--- config.mk ---
export PLATFORM = sky130hd
export DESIGN_NAME = tinyvga_frame_monitor
export DESIGN_NICKNAME = d
export VERILOG_FILES = /design/src/rtl/tinyvga_frame_monitor.sv
export SDC_FILE = /design/constraint.sdc
export NUM_CORES = 1
export LEC_CHECK = 0
export BUFFER_PORTS_ARGS = -buffer_cell sky130_fd_sc_hd__clkbuf_2
export CAP_MARGIN = 10
export CORE_AREA = 3 3 114 116
export DETAILED_ROUTE_END_ITERATION = 8
export DIE_AREA = 0 0 117 119
export PLACE_DENSITY = 0.67
export SLEW_MARGIN = 25
export SYNTH_ARGS = -nofsm -noshare
export SYNTH_HDL_FRONTEND = slang
export SYNTH_SLANG_ARGS = --single-unit
--- constraint.sdc ---
create_clock -name clk -period 2.84 [get_ports clk]
set_input_delay 0.568 -clock clk [delete_from_list [all_inputs] [get_ports clk]]
set_output_delay 0.568 -clock clk [all_outputs]
set_load 0.01 [all_outputs]
--- src/rtl/tinyvga_frame_monitor.sv ---
// tinyvga_frame_monitor: receive-side checker for the TinyVGA PMOD stream.
// Unpacks RGB222 + syncs, recovers pixel coordinates from sync edges,
// streams active pixels and reports per-frame timing and a checksum.
module tinyvga_frame_monitor #(
   parameter int H_ACTIVE        = 640,
   parameter int H_SYNC          = 96,
   parameter int H_BP            = 48,
   parameter int H_TOTAL         = 800,
   parameter int V_ACTIVE        = 480,
   parameter int V_SYNC          = 2,
   parameter int V_BP            = 33,
   parameter int V_TOTAL         = 525,
   parameter int SYNC_ACTIVE_LOW = 1
) (
   input  logic        clk,
   input  logic        rst_n,
   input  logic [7:0]  pmod_in,
   output logic        pix_valid,
   output logic [9:0]  pix_x,
   output logic [9:0]  pix_y,
   output logic [5:0]  pix_rgb,
   output logic        frame_done,
   output logic [15:0] frame_sum,
   output logic [9:0]  frame_lines,
   output logic [10:0] line_len,
   output logic        timing_ok,
   output logic        locked
);

   localparam logic [10:0] H_START   = 11'(H_SYNC + H_BP);
   localparam logic [10:0] H_STOP    = 11'(H_SYNC + H_BP + H_ACTIVE);
   localparam logic [9:0]  V_START   = 10'(V_SYNC + V_BP);
   localparam logic [9:0]  V_STOP    = 10'(V_SYNC + V_BP + V_ACTIVE);
   localparam logic [10:0] H_TOTAL_W = 11'(H_TOTAL);
   localparam logic [10:0] H_SYNC_W  = 11'(H_SYNC);
   localparam logic [9:0]  V_SYNC_W  = 10'(V_SYNC);
   localparam logic [10:0] V_TOTAL_W = 11'(V_TOTAL);
   localparam logic        SYNC_INV  = (SYNC_ACTIVE_LOW != 0);

   typedef enum logic {
      UNARMED,
      ARMED
   } state_t;

   state_t      state;

   // input stage (syncs held already normalised to active-high)
   logic        s1_hs;
   logic        s1_vs;
   logic [5:0]  s1_rgb;
   logic        hs_prev;

   // timing recovery
   logic [10:0] hc;
   logic [9:0]  vc;
   logic        vs_line;
   logic        have_line;
   logic [15:0] sum;
   logic        err;

   // combinational decode
   logic        hle;
   logic        hte;
   logic        vle;
   logic        vte;
   logic [10:0] hc_inc;
   logic [10:0] pos;
   logic [9:0]  vc_inc;
   logic [9:0]  vpos;
   logic        line_err;
   logic        hs_err;
   logic        vs_err;
   logic        err_now;
   logic        active;
   logic        ok_new;

   // Register the PMOD byte once; syncs normalised so reset value 0 means idle
   always_ff @(posedge clk or negedge rst_n) begin
      if (!rst_n) begin
         s1_hs   <= 1'b0;
         s1_vs   <= 1'b0;
         s1_rgb  <= '0;
         hs_prev <= 1'b0;
      end else begin
         s1_hs   <= pmod_in[7] ^ SYNC_INV;
         s1_vs   <= pmod_in[3] ^ SYNC_INV;
         s1_rgb  <= {pmod_in[0], pmod_in[4], pmod_in[1], pmod_in[5], pmod_in[2], pmod_in[6]};
         hs_prev <= s1_hs;
      end
   end

   // Edge detection, position of the byte now in S1, and timing checks.
   // hc holds the position of the previous S1 byte, so pos is the current one.
   always_comb begin
      hle      = s1_hs & ~hs_prev;
      hte      = ~s1_hs & hs_prev;
      hc_inc   = (hc == '1) ? hc : hc + 11'd1;
      pos      = hle ? '0 : hc_inc;
      vle      = hle & s1_vs & ~vs_line;
      vte      = hle & ~s1_vs & vs_line;
      vc_inc   = (vc == '1) ? vc : vc + 10'd1;
      vpos     = vc;
      if (vle) begin
         vpos = '0;
      end else if (hle) begin
         vpos = vc_inc;
      end
      line_err = hle & have_line & (hc_inc != H_TOTAL_W);
      hs_err   = hte & have_line & (hc_inc != H_SYNC_W);
      vs_err   = vte & (vc_inc != V_SYNC_W);
      err_now  = err | line_err | hs_err | vs_err;
      active   = (state == ARMED) & have_line
               & (pos >= H_START) & (pos < H_STOP)
               & (vpos >= V_START) & (vpos < V_STOP);
      ok_new   = ~err_now & (({1'b0, vc} + 11'd1) == V_TOTAL_W);
   end

   // Horizontal/vertical counters and the measured line length
   always_ff @(posedge clk or negedge rst_n) begin
      if (!rst_n) begin
         hc        <= '0;
         vc        <= '0;
         vs_line   <= 1'b0;
         have_line <= 1'b0;
         line_len  <= '0;
      end else begin
         hc <= pos;
         vc <= vpos;
         if (hle) begin
            vs_line   <= s1_vs;
            have_line <= 1'b1;
            if (have_line) begin
               line_len <= hc_inc;
            end
         end
      end
   end

   // Registered pixel stream, two clocks behind the PMOD byte
   always_ff @(posedge clk or negedge rst_n) begin
      if (!rst_n) begin
         pix_valid <= 1'b0;
         pix_x     <= '0;
         pix_y     <= '0;
         pix_rgb   <= '0;
      end else begin
         pix_valid <= active;
         if (active) begin
            pix_x   <= 10'(pos - H_START);
            pix_y   <= vpos - V_START;
            pix_rgb <= s1_rgb;
         end else begin
            pix_x   <= '0;
            pix_y   <= '0;
            pix_rgb <= '0;
         end
      end
   end

   // Frame checksum and sticky error flag, both restarted at every VLE
   always_ff @(posedge clk or negedge rst_n) begin
      if (!rst_n) begin
         sum <= '0;
         err <= 1'b0;
      end else begin
         if (vle) begin
            sum <= '0;
            err <= 1'b0;
         end else begin
            err <= err_now;
            if (pix_valid) begin
               sum <= {sum[14:0], sum[15]} ^ {10'b0, pix_rgb};
            end
         end
      end
   end

   // Arming FSM and frame report; the first VLE only arms (partial frame dropped).
   // The report folds in checks raised on the VLE cycle itself.
   always_ff @(posedge clk or negedge rst_n) begin
      if (!rst_n) begin
         state       <= UNARMED;
         frame_done  <= 1'b0;
         frame_sum   <= '0;
         frame_lines <= '0;
         timing_ok   <= 1'b0;
         locked      <= 1'b0;
      end else begin
         frame_done <= 1'b0;
         case (state)
            UNARMED: begin
               if (vle) begin
                  state <= ARMED;
               end
            end
            ARMED: begin
               if (vle) begin
                  frame_done  <= 1'b1;
                  frame_sum   <= sum;
                  frame_lines <= vc + 10'd1;
                  timing_ok   <= ok_new;
                  locked      <= ok_new & timing_ok;
               end
            end
            default: state <= UNARMED;
         endcase
      end
   end

endmodule

### Yosys cells after proc, flatten, opt, wreduce, memory -nomap -nowiden

Index checks and enable logic that the tools add are counted.

| storage, ports and cells | value |
|---|---|
| bits in registers | 117 |
| input port bits | 10 |

| operators by class | value |
|---|---|
| multiplexer cells | 14 |
| eq/ne operators | 6 |
| reduce and logical (&&, ||, !) cells | 3 |
| order comparisons | 4 |
| add/sub/neg operators | 5 |
| bitwise operators | 29 |

Operators with widths:

| kind | number |
|---|---|
| 10-bit two-way mux | 5 |
| 16-bit two-way mux | 2 |
| 11-bit two-way mux | 2 |
| 1-bit AND | 18 |
| 16-bit by 6-bit XOR with 16-bit output | 1 |
| 10-bit by 1-bit adder with 11-bit output (second input constant) | 1 |
| 11-bit by 1-bit adder with 11-bit output (second input constant) | 1 |
| 11-bit by 10-bit == test with 1-bit output (second input constant) | 1 |
| 11-bit == test (second input constant) | 1 |
| 11-bit by 8-bit greater-or-equal comparator with 1-bit output (second input constant) | 1 |
| 11-bit by 10-bit < comparator with 1-bit output (second input constant) | 1 |
| 11-bit by 10-bit inequality test with 1-bit output (second input constant) | 1 |
| 11-bit by 7-bit inequality test with 1-bit output (second input constant) | 1 |
| 10-bit by 1-bit adder with 10-bit output (second input constant) | 1 |
| 10-bit == test (second input constant) | 1 |
| 10-bit by 6-bit greater-or-equal comparator with 1-bit output (second input constant) | 1 |
| 10-bit < comparator (second input constant) | 1 |
| 10-bit by 2-bit inequality test with 1-bit output (second input constant) | 1 |
| 10-bit by 6-bit subtractor with 10-bit output (second input constant) | 1 |
| 10-bit by 8-bit subtractor with 10-bit output (second input constant) | 1 |
| 1-bit NOT | 7 |
| 6-bit two-way mux | 1 |
| 1-bit two-way mux | 4 |
| 2-bit AND reduction | 2 |
| 2 further kinds | 4 |

### Logic depth before layout (Yosys ltp)

Gate-level depths: netlist of run 1.

| depth | value |
|---|---|
| word-level depth | 10 |
| gate-level depth with buffers | 13 |

### Worst setup path after synthesis of run 1

No wires, ideal clock.

| timing | value |
|---|---|
| kind | reg-to-reg |
| start | reg vc[1] |
| end | reg pix_x[1] |
| setup time | 131 ps |
| cell stages (with the launch flop) | 13 |
| path buffers | 2 |
| path slack | -88 ps |
| period minus slack after synthesis | 2928 ps |
| data arrival time | 2797 ps |
| path through | dfrtp_1 -> ha_1 -> and4_1 -> buf_6 -> a31oi_1 -> xnor2_1 -> nor2_1 -> ha_1 -> o41ai_2 -> a21oi_2 -> o221ai_4 -> buf_6 -> nor2_1 |

| between the ends | value |
|---|---|
| longest elaborated chain between the ends | 8 |

RTL lines:

| element | line | source |
|---|---|---|
| from (decl) | 55 | `logic [9:0] vc;` |
| from (signal assigned) | 128 | `vc <= vpos;` |
| 10-bit == test (*) | 101 | `vc_inc = (vc == '1) ? vc : vc + 10'd1;` |
| 10-bit two-way mux (*) | 101 |  |
| 10-bit two-way mux (*) | 105 | `end else if (hle) begin` |
| 10-bit two-way mux (*) | 103 | `if (vle) begin` |
| named net vpos[0] | 69 | `logic [9:0] vpos;` |
| 10-bit by 6-bit greater-or-equal comparator with 1-bit output | 114 | `& (vpos >= V_START) & (vpos < V_STOP);` |
| 1-bit AND | 114 |  |
| 1-bit AND (*) | 114 |  |
| 10-bit two-way mux (*) | 148 | `if (active) begin` |
| to (signal assigned) | 149 | `pix_x <= 10'(pos - H_START);` |
| to (decl) | 19 | `output logic [9:0] pix_x,` |

Mark *: on every way through the listed nets, which the timed path passes. The rest lies on a longest branch.
A chain may end at the register's enable or synchronous reset.

### Final worst setup path of run 1

| timing | value |
|---|---|
| start | reg vc[0] |
| end | reg pix_y[5] |

| between the ends | value |
|---|---|
| longest elaborated chain between the ends | 8 |

RTL lines:

| element | line | source |
|---|---|---|
| 10-bit by 1-bit adder with 10-bit output / 10-bit == test (equally long branches) | 101 |  |
| 10-bit two-way mux (*) | 101 |  |
| 10-bit two-way mux (*) | 105 |  |
| 10-bit two-way mux (*) | 103 |  |
| named net vpos[1] | 69 |  |
| 10-bit by 6-bit greater-or-equal comparator with 1-bit output | 114 |  |
| 1-bit AND (2 in series) | 114 |  |
| 10-bit two-way mux (*) | 148 |  |
| to (signal assigned) | 150 | `pix_y <= vpos - V_START;` |
| to (decl) | 20 | `output logic [9:0] pix_y,` |

Marks and branches as above.

==> flow_summary.json, run 1 <==
{
  "status": "finished, final reports clean",
  "fp.dieH_microns": 119,
  "hold_buffers": 0,
  "cts_sinks": 117,
  "r2r_setup_slack_ps": 110,
  "rr_worst_depth": 10,
  "seq_area_frac_synth_pct": 54.39,
  "setup_viol": 0,
  "synth_warnings": 0,
  "cp_data_required_time_ps": 3140,
  "final_cell_mix": "116 x dfrtp_1, 75 x clkbuf_2, 61 x nor2_1",
  "ys.flop_type": "dfrtp_1",
  "drt_iter0_drc": 215,
  "setup_ws_ps": 109.4,
  "crit_arrival_ps": 3030,
  "wirelength_microns": 13090,
  "final_max_slew_viol_count": 0,
  "synth_fp_nets": 514,
  "max_slew_margin_pct": 64.82,
  "crit_start": "vc[0]$_DFF_PN0_",
  "die_x_microns": 117,
  "n_antenna_cell": 0,
  "multi_input_area_sq_um": 2384,
  "grt_max_degree": 44,
  "io_buffers": 76,
  "hold_path_class": "in2async",
  "wl_per_cell_microns": 16.84,
  "hold_viol_final": 0,
  "avgSynthCellArea_sq_um": 10.81,
  "ys_types": 67,
  "syn_to_final_growth_pct": 29.17,
  "fill_cells": 1051,
  "root_buffer": "clkbuf_16",
  "ys_async_sr_fraction_pct": 100.0,
  "cts_buffer_depth": 2,
  "grt_overflow": 0,
  "worst_pin_slew_ps": 513.0,
  "postRouteAntennaNets": 0,
  "drive_above_1_share_pct": 33.17,
  "ys_ff_latch": 117,
  "coreArea_sq_um": 12010,
  "max-cap-violations": 0,
  "crit_end": "pix_y[5]$_DFF_PN0_",
  "cts_tree": "yes",
  "track_usage_pct": 19.74,
  "die_area_sq_um": 13920,
  "dr.pass1.iters": 4,
  "synth_edf_count": 0,
  "period_share_pct": 96.15,
  "fin_worst_skew_ps": 8.203,
  "rows": 40,
  "io-pin-count": 77,
  "grt_pass1_vias": 4082,
  "num_vias": 4114,
  "timing.rr.start": "vc[0]$_DFF_PN0_",
  "power_mw": 4.796,
  "critPathMaxFanout": 5,
  "r2r_end": "pix_y[5]$_DFF_PN0_",
  "start_util_pct": 44.81,
  "power_density_nw_per_um2": 689.8,
  "endpoint_kind": "flip-flop",
  "ir_drop_mv": 0.4752,
  "pre_cts_ws_ps": -116.4,
  "crit_type": "reg2reg",
  "antenna_found_initial": 0,
  "viasPerCell": 5.295,
  "regArea_sq_um": 2929,
  "cts_max_level": 4,
  "nets": 635,
  "postSynthCellCount": 498,
  "clk_latency_ps": 410,
  "rsz0062_at_grt": "yes",
  "period_needed_ps": 2731,
  "grt_first_pass_wirelength_microns": 21000,
  "power_leakage_nw": 3.374,
  "dp_hpwl_microns": 9432,
  "place.gp.congestion": 0.8886,
  "syn_area_sq_um": 5383,
  "post-route-drc-count": 0,
  "cts_buffers": 17,
  "startpoint_type": "flip-flop",
  "max_freq_mhz": 366.2,
  "clk_pin_slew_ps": 60,
  "layout_commonest_cell": "dfrtp_1"
}
## worst min path at each step
stage                   startpoint                    endpoint  slack [ps]  depth (start not counted)
2_1_floorplan                rst_n               err$_DFF_PN0_         270                          0
3_3_place_gp   s1_rgb[0]$_DFF_PN0_        pix_rgb[0]$_DFF_PN0_         460                          2
3_5_place_dp   s1_rgb[3]$_DFF_PN0_        pix_rgb[3]$_DFF_PN0_         460                          2
4_1_cts                      rst_n  frame_lines[8]$_DFFE_PN0P_         130                          1
5_1_grt                      rst_n  frame_lines[8]$_DFFE_PN0P_         150                          1
6_report                     rst_n  frame_lines[8]$_DFFE_PN0P_         130                          1
## final cells by class
cell class	instances	area share (%)
Tap cell	147	2.645
Multi-Input combinational cell	332	34.28
Clock buffer	21	6.622
Clock inverter	9	1.512
Inverter	20	1.080
Timing Repair Buffer	131	11.73
Sequential cell	117	42.13
## per-stage QoR
step                hold slack [ps]  std cells  setup TNS (ps)  area [sq um]  utilization [%]
floorplan                     272.4        498               0          5394                -
CTS                           127.2        773               0          6784            56.48
finish                        128.6        777               0          6953            57.89
global placement              458.3        742               0          6190            51.53
detailed placement            461.5        742           -1898          6190            51.53
global route                  150.4        777          -153.1          6953            57.89
## per-layer routing
layer | up-vias | GRT usage, % | wire length [microns]
met5 | - | 0 | 0
met4 | 0 | 9.319 | 346
met3 | 27 | 5.183 | 491
met2 | 93 | 30.83 | 6616
met1 | 2017 | 25.33 | 5630
li1 | 1977 | - | -
## power breakdown
part / switching (mW) / internal, mW / total (mW)
registers: 0.0858 / 1.78 / 1.86
logic: 0.493 / 0.386 / 0.879
clock network: 0.735 / 1.32 / 2.06
total: 1.31 / 3.48 / 4.80
## sequential cells by signal (all words and copies together), names as in the netlist, 6 cells and up
signal	flops
pix_y	10
line_len	11
pix_rgb	6
s1_rgb	6
sum	16
hc	11
frame_lines	10
frame_sum	16
vc	10
pix_x	10
## Yosys cell counts, types with 4 or more instances
cell / n / share of area (%)
ha_1: 6 / 1.4
o22ai_1: 4 / 0.46
nand4_1: 7 / 0.81
nand2b_1: 5 / 0.58
xor2_1: 9 / 1.5
a31oi_1: 7 / 0.81
buf_2: 9 / 0.84
buf_6: 4 / 0.84
a211oi_1: 7 / 0.98
mux2_2: 18 / 3.8
mux2i_1: 13 / 2.4
a21oi_1: 11 / 1.0
clkbuf_1: 12 / 0.84
dfrtp_1: 117 / 54
nor3_1: 11 / 1.0
inv_1: 20 / 1.4
and3_1: 5 / 0.58
nand2_1: 42 / 2.9
nor2_1: 61 / 4.3
nand3_1: 11 / 1.0
xnor2_1: 20 / 3.3
o21ai_0: 25 / 2.3
and4_1: 5 / 0.81
and2_1: 7 / 0.81
## worst max-delay path, stage by stage, from the launching register on
cell and delay [ps]:
dfrtp_1 350, ha_2 190, buf_4 110, nand4_1 190
o311ai_4 350, a21oi_2 130, ha_4 200, nor4_4 280
and4b_2 320, o221ai_4 190, a221oi_1 290
## repair_timing
item,in CTS,in global routing
setup endpoints to repair,20,26
pin swaps,1,6
buffers inserted,1,2
gates resized for setup,4,25
gates cloned,0,2
## logic make-up (layout without fill, tap and decap cells)
kind of cell,after synthesis,count (layout),share of synthesized area [%]
simple gates,176,176,16.23
flops,117,117,54.39
compound gates,88,89,12.34
buf+inv,50,181,4.486
mux,32,32,6.439
xor+xnor,29,29,4.719
fa+ha+maj,6,6,1.395
No activity file was read; power rests on OpenSTA's default activity.
==> run 2, diff against run 1 <==
--- a/config.mk
+++ b/config.mk
@@ -10,6 +10,7 @@
 export CORE_AREA = 3 3 114 116
 export DETAILED_ROUTE_END_ITERATION = 8
 export DIE_AREA = 0 0 117 119
+export GPL_TIMING_DRIVEN = 0
 export PLACE_DENSITY = 0.67
 export SLEW_MARGIN = 25
 export SYNTH_ARGS = -nofsm -noshare
==> run 2 against run 1 <==
Compared with the run above: highest routed layer unchanged; first-iteration DRC count is 21% higher; largest power group unchanged; critical endpoint is now pix_y[4]$_DFF_PN0_; the flow now finishes with violations (negative setup slack); wire length decreased by 1.5%; die area unchanged; critical path depth up 2; final area decreased by 0.38%; largest cell class unchanged; fmax fell by 4.6%; global-route usage shrank 0.77 points.
==> flow_summary.json, run 2 (synthesized netlist as in run 1, its figures left out) <==
{
  "post-route-util_pct": 57.67,
  "io-pin-count": 77,
  "syn_to_final_growth_pct": 28.68,
  "grt_pass1_vias": 3991,
  "layout_commonest_cell": "dfrtp_1",
  "power_density_nw_per_um2": 675.6,
  "period_share_pct": 100.8,
  "post-route-drc-count": 0,
  "slowest_stage": "dfrtp_2",
  "nets": 636,
  "grt_max_degree": 74,
  "viasPerCell": 5.366,
  "cts_sinks": 117,
  "max-cap-violations": 0,
  "dp_cells": 722,
  "root_buffer": "clkbuf_16",
  "crit_chain": "ha_4 -> and4_1 -> buf_6 -> a31oi_4 -> xnor2_1 -> nor2_2 -> ha_2 -> o41ai_4 -> a21oi_2 -> o221ai_4 -> buf_6 -> nor2_2",
  "cts_tree": "yes",
  "fill_cells": 1015,
  "p_sw_share_pct": 28.12,
  "max_stage_delay_ps": 450,
  "final_cell_mix": "115 x dfrtp_1, 79 x clkbuf_2, 47 x nor2_1",
  "n_antenna_cell": 0,
  "hold_viol_final": 0,
  "place.gp.congestion": 0.8611,
  "setup_ws_ps": -23.60,
  "postRouteAntennaNets": 0,
  "cp_data_required_time_ps": 3140,
  "status": "complete, but fails checks",
  "max_freq_mhz": 349.2,
  "crit_arrival_ps": 3170,
  "period_needed_ps": 2864,
  "track_usage_pct": 18.97,
  "setup_viol": 6,
  "die_area_sq_um": 13920,
  "cts_buffer_depth": 2,
  "final_max_slew_viol_count": 0,
  "regArea_sq_um": 2930,
  "wirelength_microns": 12890,
  "max_slew_margin_pct": 56.43,
  "power_frac_seq_pct": 40.0,
  "cts_buffers": 17,
  "rsz0062_at_grt": "yes",
  "violations": "negative setup slack",
  "critPathMaxFanout": 7,
  "p_switching_mw": 1.316,
  "fp.dieH_microns": 119,
  "worst_pin_slew_ps": 653.5,
  "drive_above_1_share_pct": 34.81,
  "num_vias": 4180,
  "endpoint_kind": "flip-flop",
  "drt_iter0_drc": 260,
  "clk_pin_slew_ps": 60,
  "hold_buffers": 0,
  "dr.pass1.iters": 5,
  "startpoint_type": "flip-flop",
  "setup_tns_ps": -71.71,
  "start_util_pct": 44.81,
  "power_leakage_nw": 3.341,
  "dp_hpwl_microns": 8746,
  "multi_input_area_sq_um": 2400,
  "antenna_found_initial": 0,
  "crit_type": "reg2reg",
  "clkPwrFrac_pct": 41.8,
  "layout.cells.non_filler": 779,
  "combinationalPowerShare_pct": 18.2,
  "coreArea_sq_um": 12010,
  "p_int_mw": 3.364,
  "rows": 40,
  "grt_first_pass_wirelength_microns": 20470,
  "die_x_microns": 117,
  "wl_per_cell_microns": 16.55,
  "top_regs": "frame_sum (16), sum (16)",
  "hold_path_class": "in2async",
  "grt_overflow": 0,
  "cts_max_level": 4,
  "pre_cts_ws_ps": -483.6,
  "fin_worst_skew_ps": 8.660,
  "clk_latency_ps": 410,
  "ir_drop_mv": 0.4499,
  "io_buffers": 76
}
-- run 2: changes by cell type in the layout (fill, tap and decap cells not counted), moves of 4 or more --
cell	delta
nor2_4	+4
nor2_1	-14
buf_2	+7
clkbuf_2	+4
clkbuf_1	+9
buf_6	+4
nor2_2	+10
buf_4	-26
-- run 2: power by group through the flow --
| stage | clock network [mW] | logic [mW] | registers (mW) |
|---|---|---|---|
| after floorplan | 0 | 0.456 | 1.89 |
| after global placement | 0 | 0.672 | 1.88 |
| after detailed placement | 0 | 0.704 | 1.88 |
| after CTS | 2.00 | 0.737 | 1.87 |
| after global routing | 2.06 | 0.945 | 1.88 |
| final | 1.96 | 0.852 | 1.87 |
-- run 2: cell type report --
| class | instances | area share [%] |
|---|---|---|
| multi-input cells | 331 | 34.65 |
| repair buffers | 103 | 8.941 |
| well taps | 147 | 2.655 |
| clock inverters | 10 | 1.192 |
| inverters | 20 | 1.084 |
| clock buffers | 21 | 6.647 |
| flip-flops and latches | 117 | 42.30 |
| plain buffers | 30 | 2.529 |
-- run 2: stage by stage --
stage | power [mW] | area [sq um] | hold WS (ps)
6_report | 4.680 | 6927 | 88.51
2_1_floorplan | 2.346 | 5394 | 272.4
3_5_place_dp | 2.588 | 5995 | 459.4
4_1_cts | 4.599 | 6620 | 79.40
3_3_place_gp | 2.547 | 5958 | 453.4
5_1_grt | 4.893 | 6927 | 96.71
-- run 2: final timing paths --
check	start	to	slack, ps	cells after the start
min reg2reg	s1_rgb[5]$_DFF_PN0_	pix_rgb[5]$_DFF_PN0_	470	2
max in group asynchronous	rst_n	pix_x[6]$_DFF_PN0_	2100	2
max	vc[1]$_DFF_PN0_	pix_y[4]$_DFF_PN0_	-20	12
min	rst_n	frame_lines[6]$_DFFE_PN0P_	90	1
min in group clk	pmod_in[6]	s1_rgb[0]$_DFF_PN0_	260	1
max reg2reg	vc[1]$_DFF_PN0_	pix_y[4]$_DFF_PN0_	-20	12
-- run 2: per-layer routing --
metal  share of wire [%]  up-vias  global-route usage [%]  wire, microns
met3                 3.8       20                   5.030            491
li1                    -     1986                       -              -
met5                   0        -                       0              0
met1                  44     2081                   23.87           5642
met2                  50       93                   30.76           6509
met4                 1.9        0                   7.670            248
-- run 2: what timing repair did --
| item | in CTS | in global routing |
|---|---|---|
| pin swaps | 2 | 16 |
| endpoints found under the hold margin | 0 | 0 |
| gates cloned | 0 | 2 |
| endpoints found under the setup margin | 27 | 26 |
| buffers inserted | 2 | 22 |
| gates resized for setup | 16 | 40 |
-- run 2: critical path, delay by kind of cell, from the launching register on --
family | cells | cell delay, ps
buf+inv | 2 | 340
simple gates | 3 | 330
compound gates | 4 | 1040
fa+ha+maj | 2 | 400
xor+xnor | 1 | 170
flops | 1 | 450
==> run 3, diff against run 2 <==
--- a/config.mk
+++ b/config.mk
@@ -7,11 +7,11 @@
 export LEC_CHECK = 0
 export BUFFER_PORTS_ARGS = -buffer_cell sky130_fd_sc_hd__clkbuf_2
 export CAP_MARGIN = 10
-export CORE_AREA = 3 3 114 116
+export CORE_AREA = 3 3 106 108
 export DETAILED_ROUTE_END_ITERATION = 8
-export DIE_AREA = 0 0 117 119
+export DIE_AREA = 0 0 109 111
 export GPL_TIMING_DRIVEN = 0
-export PLACE_DENSITY = 0.67
+export PLACE_DENSITY = 0.75
 export SLEW_MARGIN = 25
 export SYNTH_ARGS = -nofsm -noshare
 export SYNTH_HDL_FRONTEND = slang
==> run 3 against run 2 <==
Compared with the run above: utilization is 11 points higher; hold slack better by 63 ps; clock power rose by 12%; largest power group unchanged; non-clock buffer count rose by 4; critical path type unchanged; worst setup slack better by 8.5 ps; the flow still finishes with violations (negative setup slack).
==> flow_summary.json, run 3 (synthesized netlist as in run 1, its figures left out) <==
{
  "syn_to_final_growth_pct": 30.96,
  "holdPathStages": 1,
  "place.gp.congestion": 0.8993,
  "setup_ws_ps": -15.09,
  "fin_worst_skew_ps": 11.58,
  "timing.rr.start": "vc[0]$_DFF_PN0_",
  "setup_viol": 1,
  "root_buffer": "clkbuf_8",
  "wl_per_cell_microns": 17.27,
  "min_to": "s1_rgb[4]$_DFF_PN0_",
  "endpoint_kind": "flip-flop",
  "hold_path_class": "in2reg",
  "setup_tns_ps": -15.09,
  "crit_type": "reg2reg",
  "crit_arrival_ps": 3270,
  "clk_latency_ps": 520,
  "violations": "negative setup slack",
  "nets": 640,
  "r2r_end": "pix_y[5]$_DFF_PN0_",
  "power_density_nw_per_um2": 710.7,
  "power_mw": 5.010,
  "hold_viol_final": 0,
  "period_needed_ps": 2855,
  "rr_worst_depth": 11,
  "cp_data_required_time_ps": 3250,
  "drt_iter0_drc": 308,
  "r2r_setup_slack_ps": -20,
  "clk_pin_slew_ps": 60,
  "grt_overflow": 0,
  "final_max_slew_viol_count": 0,
  "worst_pin_slew_ps": 645.2,
  "status": "complete, but fails checks",
  "pre_cts_ws_ps": -555.8,
  "cts_sinks": 117,
  "rows": 37,
  "die_x_microns": 109,
  "postRouteAntennaNets": 0,
  "period_share_pct": 100.5,
  "grt_max_degree": 83,
  "antenna_found_initial": 0,
  "cts_buffers": 17,
  "critPathMaxFanout": 7,
  "track_usage_pct": 22.60,
  "power_leakage_nw": 3.412,
  "num_vias": 4366,
  "n_antenna_cell": 0,
  "timing.hold.ws_ps": 151.3,
  "max_freq_mhz": 350.3,
  "io-pin-count": 77,
  "grt_first_pass_wirelength_microns": 21560,
  "viasPerCell": 5.648,
  "placed_area_sq_um": 5981,
  "post-route-drc-count": 0,
  "grt_pass1_vias": 4299,
  "cts_tree": "yes",
  "min_from": "pmod_in[4]",
  "startpoint_type": "flip-flop",
  "start_util_pct": 52.14,
  "dr.pass1.iters": 5,
  "fp.dieH_microns": 111,
  "coreArea_sq_um": 10320,
  "final_cell_mix": "114 x dfrtp_1, 78 x clkbuf_2, 57 x nor2_1",
  "max_slew_margin_pct": 56.99,
  "die_area_sq_um": 12100,
  "final_area_sq_um": 7049,
  "cts_max_level": 4,
  "max-cap-violations": 0,
  "wirelength_microns": 13350,
  "ir_drop_mv": 0.4115,
  "io_buffers": 76,
  "dp_hpwl_microns": 8352,
  "layout_commonest_cell": "dfrtp_1",
  "cts_buffer_depth": 2,
  "top_regs": "frame_sum (16), sum (16)",
  "drive_above_1_share_pct": 34.54
}
run 3: cell count changes in the layout (fill, tap and decap cells not counted), moves of 2 or more:
cell	delta
clkinvlp_4	-2
nor2_1	+10
buf_4	+2
clkinv_2	-5
inv_6	+6
nor2_2	-8
bufinv_16	+2
clkbuf_1	-2
clkinv_4	+3
nor2_4	-2
run 3: worst max path at each step:
stage | from | endpoint | slack, ps
final | vc[0]$_DFF_PN0_ | pix_y[5]$_DFF_PN0_ | -20
after floorplan | vc[1]$_DFF_PN0_ | pix_y[6]$_DFF_PN0_ | 40
after global placement | vc[1]$_DFF_PN0_ | pix_y[6]$_DFF_PN0_ | -450
after CTS | vs_line$_DFFE_PN0N_ | pix_y[5]$_DFF_PN0_ | 8
after detailed placement | vc[1]$_DFF_PN0_ | pix_y[5]$_DFF_PN0_ | -560
after global routing | vc[0]$_DFF_PN0_ | pix_y[5]$_DFF_PN0_ | -60
run 3: what timing repair did:
item | in CTS | in global routing
buffers inserted | 7 | 21
endpoints found under the hold margin | 35 | 0
pin swaps | 7 | 18
setup endpoints to repair | 27 | 30
hold buffers | 1 | 0
gates cloned | 2 | 0
gates resized for setup | 27 | 30
run 3: metal layers:
layer  part of all wire [%]  vias to the layer above  global-route usage, %
met3                    6.6                       32                  5.125
met2                     51                      195                  36.73
li1                       -                     2006                      -
met5                      0                        -                      0
met4                    1.7                        0                  7.828
met1                     40                     2133                  29.53
run 3: layout make-up:
| type | instances | area (sq um) |
|---|---|---|
| Clock inverter | 15 | 192.7 |
| Tap cell | 136 | 170.2 |
| Multi-Input combinational cell | 331 | 2417 |
| Timing Repair Buffer | 108 | 675.6 |
| Fill cell | 737 | 3274 |
| Buffer | 29 | 172.7 |
| Sequential cell | 117 | 2932 |
| Inverter | 20 | 75.07 |
| Clock buffer | 17 | 414.1 |
run 3: critical path, stage by stage, from the launching register on:
cell,delay (ps)
dfrtp_1,400
ha_4,180
nand4_1,270
o311ai_4,350
a21oi_2,140
ha_4,210
nor4_4,270
and4b_2,320
o221ai_4,120
buf_12,170
buf_6,110
a221oi_4,210
run 3: power breakdown:
part / leakage (nW) / switching (mW) / internal (mW)
sequential: 1.57 / 0.0919 / 1.78
clock: 0.296 / 0.832 / 1.36
combinational: 1.54 / 0.545 / 0.406
total: 3.41 / 1.47 / 3.54
run 3: through the flow:
| step | utilization (%) | std cells |
|---|---|---|
| 2_1_floorplan | - | 498 |
| 3_3_place_gp | 57.58 | 710 |
| 3_5_place_dp | 57.93 | 711 |
| 4_1_cts | 65.71 | 753 |
| 5_1_grt | 68.28 | 773 |
| 6_report | 68.28 | 773 |
